<file path="src/rtl/lcrc_pkg.sv">
// Shared LCRC definitions for the receive checker and the transmit appender:
// polynomial, init value, status codes and the byte-wise CRC helpers.
package lcrc_pkg;

  localparam logic [31:0] LCRC_POLY = 32'h04C11DB7;
  localparam logic [31:0] LCRC_INIT = 32'h0000_0000;

  localparam logic [1:0] ST_OK    = 2'b00;
  localparam logic [1:0] ST_CRC   = 2'b01;
  localparam logic [1:0] ST_RUNT  = 2'b10;
  localparam logic [1:0] ST_FRAME = 2'b11;

  typedef enum logic [1:0] {
    S_IDLE,
    S_FILL,
    S_RUN,
    S_ABORT
  } chk_state_e;

  function automatic logic [7:0] bitrev8(input logic [7:0] b);
    logic [7:0] r;
    for (int i = 0; i < 8; i++) r[i] = b[7-i];
    return r;
  endfunction

  // Bytes enter LSB first into an MSB-shifting LFSR.
  function automatic logic [31:0] crc32_byte(input logic [31:0] crc, input logic [7:0] b);
    logic [31:0] c;
    logic        fb;
    c = crc;
    for (int i = 0; i < 8; i++) begin
      fb = c[31] ^ b[i];
      c  = {c[30:0], 1'b0} ^ (fb ? LCRC_POLY : 32'h0);
    end
    return c;
  endfunction

  function automatic logic [31:0] lcrc_field(input logic [31:0] crc);
    return {bitrev8(crc[31:24]), bitrev8(crc[23:16]), bitrev8(crc[15:8]), bitrev8(crc[7:0])};
  endfunction

endpackage

</file>
<file path="src/rtl/lcrc_32_check_if.sv">
// Byte-stream bus of the LCRC checker: input stream, payload output stream and status.
interface lcrc_32_check_if;
  logic       in_valid;
  logic       in_ready;
  logic [7:0] in_data;
  logic       in_sop;
  logic       in_eop;
  logic       out_valid;
  logic       out_ready;
  logic [7:0] out_data;
  logic       out_sop;
  logic       out_eop;
  logic       out_bad;
  logic       st_valid;
  logic [1:0] st_code;

  modport slave (
    input  in_valid, in_data, in_sop, in_eop, out_ready,
    output in_ready, out_valid, out_data, out_sop, out_eop, out_bad, st_valid, st_code
  );

  modport master (
    output in_valid, in_data, in_sop, in_eop, out_ready,
    input  in_ready, out_valid, out_data, out_sop, out_eop, out_bad, st_valid, st_code
  );
endinterface

</file>
<file path="src/rtl/lcrc_32_delay4.sv">
// Four-byte shift line holding the trailing LCRC candidate, with a fill count.
module lcrc_32_delay4 (
  input  logic        clk,
  input  logic        reset,
  input  logic        shift,
  input  logic        restart,
  input  logic        clear,
  input  logic [7:0]  din,
  output logic [7:0]  oldest,
  output logic [23:0] held,
  output logic [2:0]  count
);

  logic [31:0] line_q, line_d;
  logic [2:0]  count_q, count_d;

  // Newest byte sits in the low lane; clear only empties the count.
  always_comb begin
    line_d  = line_q;
    count_d = count_q;
    if (clear) begin
      count_d = 3'd0;
    end else if (shift) begin
      line_d = {line_q[23:0], din};
      if (restart) begin
        count_d = 3'd1;
      end else if (count_q != 3'd4) begin
        count_d = count_q + 3'd1;
      end
    end
  end

  always_ff @(posedge clk) begin
    if (reset) begin
      line_q  <= 32'h0;
      count_q <= 3'd0;
    end else begin
      line_q  <= line_d;
      count_q <= count_d;
    end
  end

  assign oldest = line_q[31:24];
  assign held   = line_q[23:0];
  assign count  = count_q;

endmodule

</file>
<file path="src/rtl/lcrc_32_check.sv">
// Receive-side LCRC checker: strips the 4-byte LCRC, forwards payload, reports status.
// Optional saturating ok/bad counters are enabled by defining LCRC_CHK_CNT_EN.
module lcrc_32_check
  import lcrc_pkg::*;
#(
  parameter int MIN_PAYLOAD = 1
) (
  input  logic clk,
  input  logic reset,
`ifdef LCRC_CHK_CNT_EN
  output logic [15:0] cnt_ok,
  output logic [15:0] cnt_bad,
`endif
  lcrc_32_check_if.slave bus
);

  chk_state_e  state_q, state_d;
  logic [31:0] crc_q, crc_d;
  logic [15:0] pay_cnt_q, pay_cnt_d;
  logic        out_valid_q, out_valid_d;
  logic [7:0]  out_data_q, out_data_d;
  logic        out_sop_q, out_sop_d;
  logic        out_eop_q, out_eop_d;
  logic        out_bad_q, out_bad_d;
  logic        st_valid_q, st_valid_d;
  logic [1:0]  st_code_q, st_code_d;

  logic        line_shift, line_restart, line_clear;
  logic [7:0]  line_oldest;
  logic [23:0] line_held;
  logic [2:0]  line_count;
  logic        slot_free, sop_stall, in_ready, accept, crc_ok, runt;
  logic [31:0] next_crc;

  lcrc_32_delay4 u_line (
    .clk     (clk),
    .reset   (reset),
    .shift   (line_shift),
    .restart (line_restart),
    .clear   (line_clear),
    .din     (bus.in_data),
    .oldest  (line_oldest),
    .held    (line_held),
    .count   (line_count)
  );

  // A new sop in RUN is refused so it can be replayed into IDLE after the abort beat.
  assign slot_free = !out_valid_q || bus.out_ready;
  assign sop_stall = (state_q == S_RUN) && bus.in_valid && bus.in_sop;
  assign in_ready  = !reset && (state_q != S_ABORT) && slot_free && !sop_stall;
  assign accept    = bus.in_valid && in_ready;
  assign next_crc  = crc32_byte(crc_q, line_oldest);
  assign crc_ok    = (lcrc_field(next_crc) == {line_held, bus.in_data});
  assign runt      = (int'(pay_cnt_q) + 1) < MIN_PAYLOAD;

  always_comb begin
    state_d      = state_q;
    crc_d        = crc_q;
    pay_cnt_d    = pay_cnt_q;
    out_valid_d  = out_valid_q && !bus.out_ready;
    out_data_d   = out_data_q;
    out_sop_d    = out_sop_q;
    out_eop_d    = out_eop_q;
    out_bad_d    = out_bad_q;
    st_valid_d   = 1'b0;
    st_code_d    = st_code_q;
    line_shift   = 1'b0;
    line_restart = 1'b0;
    line_clear   = 1'b0;

    case (state_q)
      S_IDLE: begin
        if (accept && bus.in_sop) begin
          crc_d     = LCRC_INIT;
          pay_cnt_d = 16'd0;
          if (bus.in_eop) begin
            st_valid_d = 1'b1;
            st_code_d  = ST_RUNT;
            line_clear = 1'b1;
          end else begin
            line_shift   = 1'b1;
            line_restart = 1'b1;
            state_d      = S_FILL;
          end
        end
      end
      S_FILL: begin
        if (accept) begin
          if (bus.in_sop) begin
            st_valid_d   = 1'b1;
            st_code_d    = ST_FRAME;
            line_shift   = 1'b1;
            line_restart = 1'b1;
            crc_d        = LCRC_INIT;
            pay_cnt_d    = 16'd0;
          end else if (bus.in_eop) begin
            st_valid_d = 1'b1;
            st_code_d  = ST_RUNT;
            line_clear = 1'b1;
            state_d    = S_IDLE;
          end else begin
            line_shift = 1'b1;
            if (line_count == 3'd3) state_d = S_RUN;
          end
        end
      end
      S_RUN: begin
        if (sop_stall && slot_free) begin
          out_valid_d = 1'b1;
          out_data_d  = 8'h00;
          out_sop_d   = 1'b0;
          out_eop_d   = 1'b1;
          out_bad_d   = 1'b1;
          st_valid_d  = 1'b1;
          st_code_d   = ST_FRAME;
          line_clear  = 1'b1;
          state_d     = S_ABORT;
        end else if (accept) begin
          line_shift  = 1'b1;
          crc_d       = next_crc;
          if (pay_cnt_q != 16'hFFFF) pay_cnt_d = pay_cnt_q + 16'd1;
          out_valid_d = 1'b1;
          out_data_d  = line_oldest;
          out_sop_d   = (pay_cnt_q == 16'd0);
          out_eop_d   = bus.in_eop;
          out_bad_d   = 1'b0;
          if (bus.in_eop) begin
            st_valid_d = 1'b1;
            line_clear = 1'b1;
            state_d    = S_IDLE;
            if (runt) begin
              out_bad_d = 1'b1;
              st_code_d = ST_RUNT;
            end else if (!crc_ok) begin
              out_bad_d = 1'b1;
              st_code_d = ST_CRC;
            end else begin
              st_code_d = ST_OK;
            end
          end
        end
      end
      S_ABORT: state_d = S_IDLE;
      default: state_d = S_IDLE;
    endcase
  end

  always_ff @(posedge clk) begin
    if (reset) begin
      state_q     <= S_IDLE;
      crc_q       <= LCRC_INIT;
      pay_cnt_q   <= 16'd0;
      out_valid_q <= 1'b0;
      out_data_q  <= 8'h00;
      out_sop_q   <= 1'b0;
      out_eop_q   <= 1'b0;
      out_bad_q   <= 1'b0;
      st_valid_q  <= 1'b0;
      st_code_q   <= ST_OK;
    end else begin
      state_q     <= state_d;
      crc_q       <= crc_d;
      pay_cnt_q   <= pay_cnt_d;
      out_valid_q <= out_valid_d;
      out_data_q  <= out_data_d;
      out_sop_q   <= out_sop_d;
      out_eop_q   <= out_eop_d;
      out_bad_q   <= out_bad_d;
      st_valid_q  <= st_valid_d;
      st_code_q   <= st_code_d;
    end
  end

  assign bus.in_ready  = in_ready;
  assign bus.out_valid = out_valid_q;
  assign bus.out_data  = out_data_q;
  assign bus.out_sop   = out_sop_q;
  assign bus.out_eop   = out_eop_q;
  assign bus.out_bad   = out_bad_q;
  assign bus.st_valid  = st_valid_q;
  assign bus.st_code   = st_code_q;

`ifdef LCRC_CHK_CNT_EN
  logic [15:0] cnt_ok_q, cnt_ok_d, cnt_bad_q, cnt_bad_d;

  always_comb begin
    cnt_ok_d  = cnt_ok_q;
    cnt_bad_d = cnt_bad_q;
    if (st_valid_q) begin
      if (st_code_q == ST_OK) begin
        if (cnt_ok_q != 16'hFFFF) cnt_ok_d = cnt_ok_q + 16'd1;
      end else begin
        if (cnt_bad_q != 16'hFFFF) cnt_bad_d = cnt_bad_q + 16'd1;
      end
    end
  end

  always_ff @(posedge clk) begin
    if (reset) begin
      cnt_ok_q  <= 16'd0;
      cnt_bad_q <= 16'd0;
    end else begin
      cnt_ok_q  <= cnt_ok_d;
      cnt_bad_q <= cnt_bad_d;
    end
  end

  assign cnt_ok  = cnt_ok_q;
  assign cnt_bad = cnt_bad_q;
`else
  // Counter-free build: status is reported only through st_valid/st_code.
`endif

endmodule
</file>
<file path="src/flat_wrapper.sv">
// flat-port wrapper written by rule: the top's interface ports become plain ports
module lcrc_32_check_flat import lcrc_pkg::*;
#(
  parameter int MIN_PAYLOAD = 1
)
  (clk, reset, bus_in_valid, bus_in_data, bus_in_sop, bus_in_eop, bus_out_ready, bus_in_ready, bus_out_valid, bus_out_data, bus_out_sop, bus_out_eop, bus_out_bad, bus_st_valid, bus_st_code);
  lcrc_32_check_if bus_i ();
  input  logic clk;
  input  logic reset;
  input wire logic [$bits(bus_i.in_valid)-1:0] bus_in_valid;
  input wire logic [$bits(bus_i.in_data)-1:0] bus_in_data;
  input wire logic [$bits(bus_i.in_sop)-1:0] bus_in_sop;
  input wire logic [$bits(bus_i.in_eop)-1:0] bus_in_eop;
  input wire logic [$bits(bus_i.out_ready)-1:0] bus_out_ready;
  output wire logic [$bits(bus_i.in_ready)-1:0] bus_in_ready;
  output wire logic [$bits(bus_i.out_valid)-1:0] bus_out_valid;
  output wire logic [$bits(bus_i.out_data)-1:0] bus_out_data;
  output wire logic [$bits(bus_i.out_sop)-1:0] bus_out_sop;
  output wire logic [$bits(bus_i.out_eop)-1:0] bus_out_eop;
  output wire logic [$bits(bus_i.out_bad)-1:0] bus_out_bad;
  output wire logic [$bits(bus_i.st_valid)-1:0] bus_st_valid;
  output wire logic [$bits(bus_i.st_code)-1:0] bus_st_code;
  assign bus_i.in_valid = bus_in_valid;
  assign bus_i.in_data = bus_in_data;
  assign bus_i.in_sop = bus_in_sop;
  assign bus_i.in_eop = bus_in_eop;
  assign bus_i.out_ready = bus_out_ready;
  assign bus_in_ready = bus_i.in_ready;
  assign bus_out_valid = bus_i.out_valid;
  assign bus_out_data = bus_i.out_data;
  assign bus_out_sop = bus_i.out_sop;
  assign bus_out_eop = bus_i.out_eop;
  assign bus_out_bad = bus_i.out_bad;
  assign bus_st_valid = bus_i.st_valid;
  assign bus_st_code = bus_i.st_code;
  lcrc_32_check #(.MIN_PAYLOAD(MIN_PAYLOAD)) u_core (.clk(clk), .reset(reset), .bus(bus_i));
endmodule
</file>
<file path="config.mk">
export PLATFORM = sky130hd
export DESIGN_NAME = lcrc_32_check_flat
export DESIGN_NICKNAME = d
export VERILOG_FILES = /design/src/rtl/lcrc_pkg.sv /design/src/rtl/lcrc_32_check_if.sv /design/src/rtl/lcrc_32_delay4.sv /design/src/rtl/lcrc_32_check.sv /design/src/flat_wrapper.sv
export SDC_FILE = /design/constraint.sdc
export NUM_CORES = 1
export LEC_CHECK = 0
export ABC_AREA = 1
export BUFFER_PORTS_ARGS = -buffer_cell sky130_fd_sc_hd__buf_4
export CELL_PAD_IN_SITES_DETAIL_PLACEMENT = 1
export CELL_PAD_IN_SITES_GLOBAL_PLACEMENT = 2
export CORE_AREA = 5 5 148 150
export DETAILED_ROUTE_END_ITERATION = 7
export DIE_AREA = 0 0 153 155
export PLACE_DENSITY = 0.79
export REMOVE_ABC_BUFFERS = 1
export SKIP_CTS_REPAIR_TIMING = 1
export SYNTH_ARGS = -nofsm -noshare
export SYNTH_HDL_FRONTEND = slang
export SYNTH_HIERARCHICAL = 1
export SYNTH_SLANG_ARGS = --single-unit
</file>
<file path="constraint.sdc">
create_clock -name clk -period 2.7 [get_ports clk]
set_input_delay 0.27 -clock clk [delete_from_list [all_inputs] [get_ports clk]]
set_output_delay 0.27 -clock clk [all_outputs]
set_load 0.02 [all_outputs]
</file>
==> flow_summary.toml <==
[yosys]
ys_ff_latch = 100
ys_types = 40
yosysMostFrequentCell = "nand2_1"
async_flop_share_pct = 0
netlist_top_cells_area = "dfxtp_1, nand2_1, nand3_1"
syn_inst = 1100
yosys_warnings = 6
synth_top_area_share_pct = 30.5
syn-cell-area_mm2 = 0.00657
seq_area_frac_synth_pct = 30.5
yosys-top-cells-count = "nand2_1, inv_1, dfxtp_1, nand3_1, a21oi_1"
syn_area_per_cell_um2 = 5.97
synth_top_area_cell = "dfxtp_1"
ys.flop_type = "dfxtp_1"
synth_edf_count = 0

[power]
power_density_mw_per_mm2 = 533
leakage_nw = 3.36
ir_drop_uv = 402

[die]
die_x_um = 153
num_io_pins = 30
core_area_mm2 = 0.0206
die-height_um = 155
rows = 53
dieArea_mm2 = 0.0237
initial_utilization_pct = 31.9

[routing]
drtAntennaViolNets = 0
routed_via_density = 4.95
drt-initial-drc-count = 330
wire_per_inst_um = 17.0
routed_wl_um = 24400
drt_first_pass_iters = 5
dr_total_vias = 7099
drc = 0

[sta]
tightest_slew_ns = 0.633
skew_ns = 0.00847
post-route-period-util_pct = 91.3
timing.fmax_mhz = 406
period_minus_slack_ns = 2.47
finalHoldViolations = 0
setup_viol = 0
maxSlewHeadroom_pct = 57.8
holdWs_ns = 0.197
report.final.slew_viol_count = 0
fin_ws_ns = 0.234

[global_route]
use_met1_pct = 25.2
gr-usage-met3_pct = 3.06
grt_overflow = 0
antenna_found_initial = 0
grt_max_degree = 55
grt_pass1_vias = 7031
grt_pass1_wl_um = 37400
busiest_layer = "met2"
grt.total_usage_pct = 19.7
grt_use_met2_pct = 35.0

[cells_and_area]
n_fill_cell = 2789
postLayoutCellArea_mm2 = 0.00776
antenna_cells = 0
fin_nets = 1178
syn2layout_area_growth_pct = 18.2
drive_gt1_share_pct = 14.9
fin_cells = 1435

[critical_path]
worstPathMaxFanout = 8
cp_top_family = "simple AND/OR/NAND/NOR gates"
slowest_stage = "dfxtp_2"
crit_buf_inv = 5
crit_type = "flip-flop to flip-flop"
required_ns = 2.99
crit_path_frequent_cell = "nand2_1"
cp.arrival_ns = 2.75
critPathLaunchType = "flip-flop"
end_kind = "flip-flop"
critPathMaxStageDelay_ns = 0.34
path_cells = "inv_1 -> ha_1 -> nand2_1 -> nor2_2 -> nand2_1 -> nand2_1 -> nand2_1 -> a21oi_2 -> inv_1 -> a31o_2 -> inv_1 -> nor2_4 -> inv_4 -> buf_6 -> nand2_1 -> a21oi_1"

[cts]
clk_pin_slew_ns = 0.07
cts_buffers = 9
clock_latency_ns = 0.36
cts.sinks = 100
htreeDepth = 3
cts_buffer_depth = 2
cts_root_buffer = "clkbuf_16"
tritoncts = "built"

[placed_design]
io_buffers = 29
dpl_cell_area_mm2 = 0.00725
post-place-ws_ns = 0.0463
place.gp.congestion = 0.857
dpl.cell_count = 1414
hpwl_um = 17500

[min_path]
hp-class = "input pin to flip-flop"

[flow_run]
max_cap_violations = 0

[status]
status = "finished clean"
==> routing by layer <==
layer | wire length, um | vias up
li1 | - | 3574
met1 | 11400 | 3400
met2 | 11900 | 97
met3 | 616 | 28
met4 | 410 | 0
met5 | 0 | -
==> flip-flops by register name (all words and copies together) (netlist names), 2 cells and up <==
name / cells
u_core/u_line/line_q: 32
u_core/u_line/count: 3
u_core/state_q: 2
u_core/bus.st_code: 2
u_core/pay_cnt_q: 16
u_core/crc_q: 32
u_core/bus.out_data: 8
==> worst paths after layout <==
check | startpoint | end | slack (ns) | cells after the start
worst min-delay path | bus_in_data[5] | u_core/u_line/line_q[5] | 0.20 | 3
worst max register to register | u_core/state_q[0] | u_core/u_line/line_q[4] | 0.23 | 16
worst max-delay path | u_core/state_q[0] | u_core/u_line/line_q[4] | 0.23 | 16
worst min register to register | u_core/bus.out_data[0] | u_core/bus.out_data[0] | 0.47 | 2
==> layout make-up <==
class / instances / area, um^2 / area share [%]
multi-input combinational: 845 / 4020 / 51.8
sequential: 100 / 2010 / 26.0
clock inverter: 6 / 40.0 / 0.516
timing repair buffer: 76 / 647 / 8.33
inverter: 124 / 470 / 6.06
tap: 275 / 344 / 4.43
clock buffer: 9 / 225 / 2.90
==> cell families (layout without fill, tap and decap cells) <==
kind of cell	after synthesis	count (layout)	share of synthesized area [%]
AND/OR/NAND/NOR	703	703	45.4
AO/OA/AOI/OAI	118	118	9.95
XOR/XNOR	16	16	2.34
buffers and inverters	155	215	10.3
adder cells (fa/ha/maj)	8	8	1.52
flip-flops	100	100	30.5
==> worst reg2reg max path, cell delays in order (launching register included) <==
cell     delay (ns)
dfxtp_2        0.34
inv_1          0.09
ha_1           0.19
nand2_1        0.07
nor2_2         0.15
nand2_1        0.18
nand2_1        0.13
nand2_1        0.08
a21oi_2        0.15
inv_1          0.09
a31o_2         0.22
inv_1          0.12
nor2_4         0.07
inv_4          0.12
buf_6          0.21
nand2_1        0.08
a21oi_1        0.12
==> report_power, final <==
| part | internal (W) | switching, W | total (W) | leakage (nW) |
|---|---|---|---|---|
| Sequential | 0.00153 | 0.0000593 | 0.00159 | 0.811 |
| Combinational | 0.000385 | 0.000903 | 0.00129 | 2.42 |
| Clock | 0.000622 | 0.000632 | 0.00125 | 0.131 |
| Total | 0.00254 | 0.00159 | 0.00413 | 3.36 |
==> through the flow <==
stage          utilization (%)  TNS [ns]  power (W)
6_report                  37.8         0    0.00413
5_1_grt                   37.8   -0.0120    0.00438
4_1_cts                   36.6         0    0.00408
3_5_place_dp              35.3         0    0.00281
3_3_place_gp              35.3         0    0.00279
2_1_floorplan                -     -9.71    0.00229
==> placed cells by master, fill, tap and decap left out, types with 2 or more instances in the layout <==
master,n
nor3_1,7
a21oi_2,9
clkbuf_16,11
nand2_4,9
nand2_2,25
xor2_1,14
inv_1,116
nor4_1,3
o21ai_0,3
nor2_2,5
buf_4,70
nand4_1,6
nor3_2,4
nand3_2,5
inv_2,5
nand3b_1,15
inv_4,2
nand2_1,476
ha_1,8
dfxtp_1,90
nor2_4,4
buf_12,3
clkinv_2,3
nor2_1,47
nand3_1,94
a211oi_1,3
a21oi_1,94
dfxtp_2,10
Power figures use the tool's default switching activity.
